[src/rtl/crc_delay_line.sv]
// CB-byte delay line feeding a one-entry output register; emitted bytes lag accepted bytes by CB.
// Output register holds while out_valid && !out_ready; the caller only emits when the register is free.
module crc_delay_line #(
  parameter int CB = 1
) (
  input  logic       clk,
  input  logic       rst,
  input  logic       shift_en,
  input  logic       emit,
  input  logic [7:0] in_data,
  input  logic       in_last,
  input  logic       out_ready,
  output logic       out_valid,
  output logic [7:0] out_data,
  output logic       out_last
);

  logic [CB-1:0][7:0] line;

  always_ff @(posedge clk or posedge rst) begin
    if (rst) begin
      line      <= '0;
      out_valid <= 1'b0;
      out_data  <= 8'h00;
      out_last  <= 1'b0;
    end else begin
      if (shift_en) begin
        line[0] <= in_data;
        for (int i = 1; i < CB; i++) begin
          line[i] <= line[i-1];
        end
      end
      // The oldest byte leaves on the same accept that shifts the new one in.
      if (emit) begin
        out_data  <= line[CB-1];
        out_last  <= in_last;
        out_valid <= 1'b1;
      end else if (out_ready) begin
        out_valid <= 1'b0;
      end
    end
  end

endmodule

[config.mk]
export PLATFORM = sky130hd
export DESIGN_NAME = crc_delay_line
export DESIGN_NICKNAME = d
export VERILOG_FILES = /design/src/rtl/crc_delay_line.sv
export SDC_FILE = /design/constraint.sdc
export NUM_CORES = 1
export LEC_CHECK = 0
export ABC_AREA = 1
export CAP_MARGIN = 20
export CORE_MARGIN = 3
export CORE_UTILIZATION = 42
export DETAILED_ROUTE_END_ITERATION = 12
export PLACE_DENSITY = 0.75
export SLEW_MARGIN = 20
export SYNTH_ARGS = -nofsm -noshare
export SYNTH_HDL_FRONTEND = slang
export SYNTH_SLANG_ARGS = --single-unit
[constraint.sdc]
create_clock -name clk -period 0.8 [get_ports clk]
set_input_delay 0.12 -clock clk [delete_from_list [all_inputs] [get_ports clk]]
set_output_delay 0.12 -clock clk [all_outputs]
set_load 0.01 [all_outputs]
==> results of run 1 <==
[sequential cells by signal, summed over array words and instances (netlist names)]
name and count:
out_data 8, out_valid 1, out_last 1, line 8
[power by group through the flow]
stage | Sequential (W) | Clock (W) | Combinational (W)
floorplan | 0.00108 | 0 | 0.000119
global placement | 0.00106 | 0 | 0.000363
detailed placement | 0.00106 | 0 | 0.000372
CTS | 0.00104 | 0.000550 | 0.000340
global route | 0.00105 | 0.000590 | 0.000394
finish | 0.00104 | 0.000542 | 0.000351
[per-layer routing]
layer	routed length, µm	global-route usage, %
met5	0	0
met4	12	8.52
met3	102	2.34
met2	612	22.3
met1	578	17.5
[stage by stage]
step | setup slack [ns] | instance area [µm²] | utilization (%)
after floorplan | 0.182 | 687 | -
after global placement | -0.184 | 971 | 68.6
after detailed placement | -0.205 | 971 | 68.6
after CTS | -0.153 | 972 | 68.7
after global routing | -0.180 | 990 | 69.9
final | -0.142 | 990 | 69.9
[worst paths after layout]
path | end | slack, ns
setup / recovery | out_data[6] | -0.14
hold / removal | out_data[4] | 0.14
setup reg to reg | out_data[6] | 0
hold reg to reg | out_valid | 0.47
max in group asynchronous | line[7] | 0.54
min in group clk | line[4] | 0.36
[cells in the mapped netlist (all sizes together)]
library cell  count  share of area [%]
dfrtp            18                 66
inv               4                2.2
buf               2                3.3
nand2            53                 29
[cell families (layout without fill, tap and decap cells)]
logic type | Yosys count | count (layout) | share of synthesized area (%)
and+or+nand+nor | 53 | 53 | 29.0
buffers and inverters | 6 | 40 | 5.47
DFF | 18 | 18 | 65.6
[final cells by class]
cell class	count	area [µm²]	share of cell area (%)
well taps	15	18.8	1.90
flip-flops and latches	18	450	45.5
inverters	4	15.0	1.52
clock buffers	4	36.3	3.67
repair buffers	32	268	27.1
multi-input cells	53	201	20.4
[tightest hold or removal path, cell delays in order]
cell and delay [ns]:
clkdlybuf4s50_1 0.40, inv_1 0.09, buf_12 0.16
[timing repair]
item                                    4_1_cts  5_1_grt
endpoints found under the setup margin       10       11
pin swaps                                     0        1
setup buffers                                 2        2
gates resized for setup                      40        3
gates cloned                                  0        0
==> impl_metrics.env, run 1 <==
export IMPL_antenna_cells=0
export IMPL_finalHoldWorstSlack_ns=0.139
export IMPL_drc=0
export IMPL_stdcell_count=126
export IMPL_worst_pin_slew_ns=0.165
export IMPL_reg2reg_depth=4
export IMPL_cts_buffer_depth=2
export IMPL_fill_cells=125
export IMPL_slowest_delay_ns=0.40
export IMPL_hold_path_class="input pin to async pin"
export IMPL_ys_ff_latch=18
export IMPL_htree_num_levels=1
export IMPL_wl_per_cell_um=10.4
export IMPL_ys_seq_area_share_pct=65.6
export IMPL_fp_dieH_um=46.4
export IMPL_p_sw_w=0.000468
export IMPL_max_slew_margin_rel_pct=89.0
export IMPL_via_per_inst=4.38
export IMPL_pwr_density_cell_nw_per_um2=1950
export IMPL_finalPower_w=0.00193
export IMPL_hpwl_um=932
export IMPL_cts_hold_buf=0
export IMPL_fmax_ghz=1.06
export IMPL_nets=126
export IMPL_clk_pin_slew_ns=0.10
export IMPL_crit_path_start_kind="flop"
export IMPL_core_um2=1420
export IMPL_setup_violations=10
export IMPL_synth_fp_nets=91
export IMPL_drive_gt1_share_pct=23.4
export IMPL_path_max_fanout=2
export IMPL_placed_cells_incl_taps=119
export IMPL_pwr_share_clk_pct=28.0
export IMPL_crit_chain="buf_2"
export IMPL_start_util_pct=48.5
export IMPL_yosysWarnings=0
export IMPL_p_int_w=0.00147
export IMPL_finalHoldViolCount=0
export IMPL_startpoint="out_data[6]"
export IMPL_drt_iter0_markers=17
export IMPL_grt_pass1_wl_um=2080
export IMPL_grt_ovfl_total=0
export IMPL_syn_avg_cell_area_um2=8.92
export IMPL_grt_start_max_net_pins=19
export IMPL_grt_total_usage_pct=14.0
export IMPL_root_buffer="clkbuf_4"
export IMPL_cts_buffers=3
export IMPL_port_buffers=23
export IMPL_io_pins=24
export IMPL_syn_inst=77
export IMPL_routed_wl_um=1310
export IMPL_die_width_um=46.4
export IMPL_setup_ws_ns=-0.142
export IMPL_failed_checks="negative setup slack"
export IMPL_critical_path_depth=1
export IMPL_cp_num_buf_inv=1
export IMPL_critical_path_top_delay_family="flip-flops"
export IMPL_slew_viol_final=0
export IMPL_rsz0062_at_grt="true"
export IMPL_status="finished with violations"
export IMPL_power_frac_seq_pct=53.9
export IMPL_cts_sinks=18
export IMPL_swShare_pct=24.2
export IMPL_synth_cell_types=5
export IMPL_place_congestion=0.713
export IMPL_maxCapViolations=0
export IMPL_final_common_cell="nand2_1"
export IMPL_area_growth_syn_to_layout_pct=44.1
export IMPL_finalCriticalPeriod_ns=0.942
export IMPL_first_pass_iters=4
export IMPL_r2r_start="out_data[6]"
export IMPL_p_leak_nw=0.559
export IMPL_postRouteAntennaNets=0
export IMPL_critPathRequiredTime_ns=0.68
export IMPL_syn_area_um2=687
export IMPL_clk_latency_ns=0.28
export IMPL_cp_end_kind="output pin"
export IMPL_most_common_layout_cells="nand2_1 (52), dfrtp_1 (18), clkdlybuf4s50_1 (13), buf_2 (10), buf_4 (6)"
export IMPL_first_global_vias=494
export IMPL_die_area_um2=2160
export IMPL_comb_power_share_pct=18.1
export IMPL_crit_slowest_cell="dfrtp_1"
export IMPL_period_share_pct=118
export IMPL_antenna_found_initial=0
export IMPL_fin_setup_tns_ns=-1.29
export IMPL_cp_data_arrival_time_ns=0.82
export IMPL_core_rowCount=13
export IMPL_critPathKind="flop to output pin"
export IMPL_fin_skew_ns=0.00391
export IMPL_vias=552
export IMPL_cts_tree="done"
export IMPL_ir_worst_vdd_uv=1060
No activity file was read; power rests on OpenSTA's default activity.
==> run 2: changes to the inputs <==
Settings changed: PLACE_DENSITY 0.75 to default, PLACE_DENSITY_LB_ADDON from default to 0.2.
==> impl_metrics.env, run 2 (synthesized netlist as in run 1, its figures left out) <==
export IMPL_hpwl_um=894
export IMPL_antenna_found_initial=0
export IMPL_drc=0
export IMPL_start_util_pct=48.5
export IMPL_maxCapViolations=0
export IMPL_rsz0062_at_grt="true"
export IMPL_postRouteAntennaNets=0
export IMPL_worst_pin_slew_ns=0.158
export IMPL_clk_pin_slew_ns=0.10
export IMPL_finalHoldViolCount=0
export IMPL_critPathKind="flop to output pin"
export IMPL_cp_num_buf_inv=1
export IMPL_power_frac_seq_pct=53.8
export IMPL_cp_data_arrival_time_ns=0.81
export IMPL_critPathRequiredTime_ns=0.68
export IMPL_nets=128
export IMPL_cts_buffer_depth=2
export IMPL_slew_viol_final=0
export IMPL_dpl_worst_slack_ns=-0.201
export IMPL_fp_dieH_um=46.4
export IMPL_cts_buffers=3
export IMPL_hold_path_class="input pin to async pin"
export IMPL_top_regs="line x8, out_data x8"
export IMPL_wl_per_cell_um=9.68
export IMPL_swShare_pct=23.9
export IMPL_cts_sinks=18
export IMPL_via_per_inst=4.39
export IMPL_p_int_w=0.00147
export IMPL_antenna_cells=0
export IMPL_critical_path_top_delay_family="flip-flops"
export IMPL_area_growth_syn_to_layout_pct=44.8
export IMPL_core_rowCount=13
export IMPL_root_buffer="clkbuf_4"
export IMPL_reg2reg_depth=4
export IMPL_fmax_ghz=1.07
export IMPL_cp_end_kind="output pin"
export IMPL_crit_path_start_kind="flop"
export IMPL_pwr_density_cell_nw_per_um2=1940
export IMPL_port_buffers=23
export IMPL_period_share_pct=117
export IMPL_crit_chain="buf_2"
export IMPL_most_common_layout_cells="nand2_1 (53), dfrtp_1 (18), clkdlybuf4s50_1 (13), buf_2 (10), buf_4 (10)"
export IMPL_clk_latency_ns=0.29
export IMPL_htree_num_levels=1
export IMPL_first_global_vias=489
export IMPL_utilization_pct=70.3
export IMPL_io_pins=24
export IMPL_max_slew_margin_rel_pct=89.4
export IMPL_final_area_um2=995
export IMPL_fill_cells=120
export IMPL_grt_ovfl_total=0
export IMPL_crit_slowest_cell="dfrtp_1"
export IMPL_finalCriticalPeriod_ns=0.934
export IMPL_drt_iter0_markers=5
export IMPL_die_width_um=46.4
export IMPL_grt_total_usage_pct=14.5
export IMPL_failed_checks="negative setup slack"
export IMPL_dpl_cell_area_um2=956
export IMPL_p_leak_nw=0.566
export IMPL_setup_ws_ns=-0.134
export IMPL_fin_skew_ns=0.00119
export IMPL_status="finished with violations"
export IMPL_vias=562
export IMPL_p_sw_w=0.000461
export IMPL_grt_pass1_wl_um=2070
export IMPL_die_area_um2=2160
export IMPL_cts_tree="done"
export IMPL_first_pass_iters=4
export IMPL_slowest_delay_ns=0.39
export IMPL_final_common_cell="nand2_1"
export IMPL_grt_start_max_net_pins=19
export IMPL_ir_worst_vdd_uv=1190
export IMPL_comb_power_share_pct=18.1
export IMPL_critical_path_depth=1
export IMPL_core_um2=1420
export IMPL_pwr_share_clk_pct=28.1
export IMPL_drive_gt1_share_pct=23.9
export IMPL_place_congestion=0.683
export IMPL_path_max_fanout=2
export IMPL_setup_violations=11
export IMPL_finalPower_w=0.00193
export IMPL_routed_wl_um=1240
## run 2: final timing paths
kind | from | slack, ns | end
worst min-delay path | rst | 0.14 | out_data[6]
min in group clk | in_data[7] | 0.36 | line[7]
max in group asynchronous | rst | 0.54 | out_data[1]
worst max register to register | out_data[5] | -0.02 | out_data[5]
worst max-delay path | out_data[3] | -0.13 | out_data[3]
worst min register to register | out_data[4] | 0.47 | out_data[4]
## run 2: repair_timing
action / in CTS / in global routing
gates resized for setup: 40 / 0
setup buffers: 2 / 5
endpoints found under the setup margin: 10 / 10
hold buffers: 0 / 0
## run 2: power groups by stage
| stage | clock, W | sequential (W) | combinational [W] |
|---|---|---|---|
| 6_report | 0.000542 | 0.00104 | 0.000349 |
| 5_1_grt | 0.000614 | 0.00105 | 0.000391 |
| 4_1_cts | 0.000573 | 0.00104 | 0.000320 |
| 3_5_place_dp | 0 | 0.00106 | 0.000353 |
| 3_3_place_gp | 0 | 0.00106 | 0.000347 |
| 2_1_floorplan | 0 | 0.00108 | 0.000119 |
## run 2: metrics by stage
step                instances  hold WS (ns)  TNS (ns)
finish                    128         0.138     -1.32
global route              128         0.149     -1.75
CTS                       123         0.134     -1.49
detailed placement        117         0.454     -5.04
global placement          117         0.452     -4.73
floorplan                  77        0.0586         0
## run 2: layout make-up
class,instances,area [µm²],area share (%)
repair buffers,34,275,27.7
well taps,15,18.8,1.89
multi-input cells,53,199,20.0
inverters,4,15.0,1.51
flip-flops and latches,18,450,45.3
clock buffers,4,36.3,3.65
## run 2: routing by layer
| metal | up-vias | share of wire (%) | track usage, % | wire [µm] |
|---|---|---|---|---|
| met2 | 19 | 46 | 25.0 | 575 |
| met4 | 0 | 2.8 | 10.2 | 35 |
| met5 | - | 0 | 0 | 0 |
| met3 | 5 | 8.6 | 4.69 | 107 |
| met1 | 239 | 42 | 14.4 | 521 |
| li1 | 299 | - | - | - |
==> run 3: changes to the inputs <==
Settings changed: CORE_UTILIZATION 42 to 50, DONT_BUFFER_PORTS from default to 1.
==> impl_metrics.env, run 3 (synthesized netlist as in run 1, its figures left out) <==
export IMPL_die_area_um2=1850
export IMPL_failed_checks="negative setup slack"
export IMPL_vias=509
export IMPL_root_buffer="clkbuf_4"
export IMPL_most_common_layout_cells="nand2_1 (53), dfrtp_1 (18), dlygate4sd3_1 (11), clkbuf_4 (3)"
export IMPL_nets=108
export IMPL_path_max_fanout=2
export IMPL_critPathKind="flop to output pin"
export IMPL_setup_violations=10
export IMPL_post_cts_buffers=0
export IMPL_grt_total_usage_pct=14.4
export IMPL_fin_skew_ns=0.00507
export IMPL_fin_setup_tns_ns=-0.233
export IMPL_p_leak_nw=0.490
export IMPL_cts_sinks=18
export IMPL_finalCriticalPeriod_ns=0.831
export IMPL_hold_path_class="input pin to flop"
export IMPL_drc=0
export IMPL_max_slew_margin_rel_pct=77.3
export IMPL_cts_buffer_depth=2
export IMPL_area_growth_syn_to_layout_pct=25.3
export IMPL_die_width_um=43.1
export IMPL_fill_cells=99
export IMPL_first_global_vias=495
export IMPL_clk_pin_slew_ns=0.10
export IMPL_fp_dieH_um=43.1
export IMPL_cts_tree="done"
export IMPL_final_common_cell="nand2_1"
export IMPL_core_rowCount=12
export IMPL_grt_start_max_net_pins=19
export IMPL_wl_per_cell_um=11.4
export IMPL_slew_viol_final=0
export IMPL_multi_input_area_um2=199
export IMPL_postRouteAntennaNets=0
export IMPL_worst_pin_slew_ns=0.341
export IMPL_utilization_pct=71.7
export IMPL_cts_buffers=3
export IMPL_top_regs="line x8, out_data x8"
export IMPL_seq_area_um2=450
export IMPL_finalHoldViolCount=0
export IMPL_ir_worst_vdd_uv=1300
export IMPL_start_util_pct=57.2
export IMPL_io_pins=24
export IMPL_htree_num_levels=1
export IMPL_core_um2=1200
export IMPL_period_share_pct=104
export IMPL_place_congestion=0.749
export IMPL_routed_wl_um=1220
export IMPL_antenna_found_initial=0
export IMPL_grt_pass1_wl_um=2080
export IMPL_drive_gt1_share_pct=7.53
export IMPL_rsz0062_at_grt="true"
export IMPL_cp_data_arrival_time_ns=0.71
export IMPL_via_per_inst=4.76
export IMPL_grt_ovfl_total=0
export IMPL_antenna_cells=0
export IMPL_cp_end_kind="output pin"
export IMPL_setup_ws_ns=-0.0308
export IMPL_port_buffers=0
export IMPL_first_pass_iters=4
export IMPL_critPathRequiredTime_ns=0.68
export IMPL_maxCapViolations=0
export IMPL_crit_path_start_kind="flop"
export IMPL_dpl_worst_slack_ns=0.153
export IMPL_clk_latency_ns=0.28
export IMPL_pwr_density_cell_nw_per_um2=2080
export IMPL_drt_iter0_markers=4
export IMPL_fmax_ghz=1.20
export IMPL_status="finished with violations"
run 3: changes by cell type in the layout (fill, tap and decap cells not counted):
cell             change
clkdlybuf4s50_1     -13
buf_2               -10
dlymetal6s4s_1       +2
dlygate4sd3_1       +11
buf_12               -1
buf_4                -9
run 3: through the flow:
step | power [W] | hold WS [ns] | cells | area, µm²
floorplan | 0.00120 | 0.0586 | 77 | 687
global placement | 0.00121 | 0.0381 | 90 | 689
detailed placement | 0.00122 | 0.0417 | 90 | 689
CTS | 0.00181 | 0.00237 | 107 | 856
global route | 0.00189 | 0.0128 | 107 | 861
finish | 0.00179 | 0.00311 | 107 | 861
run 3: report_power, final:
group	total, W	leakage [nW]	switching [W]	internal, W
Clock	0.000531	0.0210	0.000254	0.000276
Combinational	0.000182	0.248	0.0000938	0.0000878
Sequential	0.00107	0.221	0.0000771	0.000998
run 3: layout make-up:
type / count / share of cell area (%)
Multi-Input combinational cell: 53 / 23.1
Timing Repair Buffer: 14 / 16.6
Inverter: 4 / 1.74
Sequential cell: 18 / 52.3
Clock buffer: 4 / 4.22
Tap cell: 14 / 2.03
run 3: layer usage:
metal	vias up	global-route usage [%]	share of wire, %
li1	259	-	-
met1	233	16.5	41
met2	15	26.6	53
met3	2	3.39	5.4
met4	0	3.61	0.74
met5	-	0	0
run 3: final timing paths:
path	end	slack, ns	cells after the start	start
max in group asynchronous	out_data[6]	0.33	3	rst
hold reg to reg	line[2]	0.48	2	line[2]
hold / removal	out_valid	0.003	2	emit
min in group asynchronous	out_data[4]	0.28	3	rst
setup / recovery	out_data[1]	-0.03	0	out_data[1]
setup reg to reg	out_data[1]	0.14	2	out_data[1]
run 3: repair_timing:
item                                   in CTS  in global routing
pin swaps                                   0                  0
resized for setup                           0                  2
setup endpoints to repair                  10                 22
endpoints found under the hold margin      36                  0
hold buffers                               13                  0
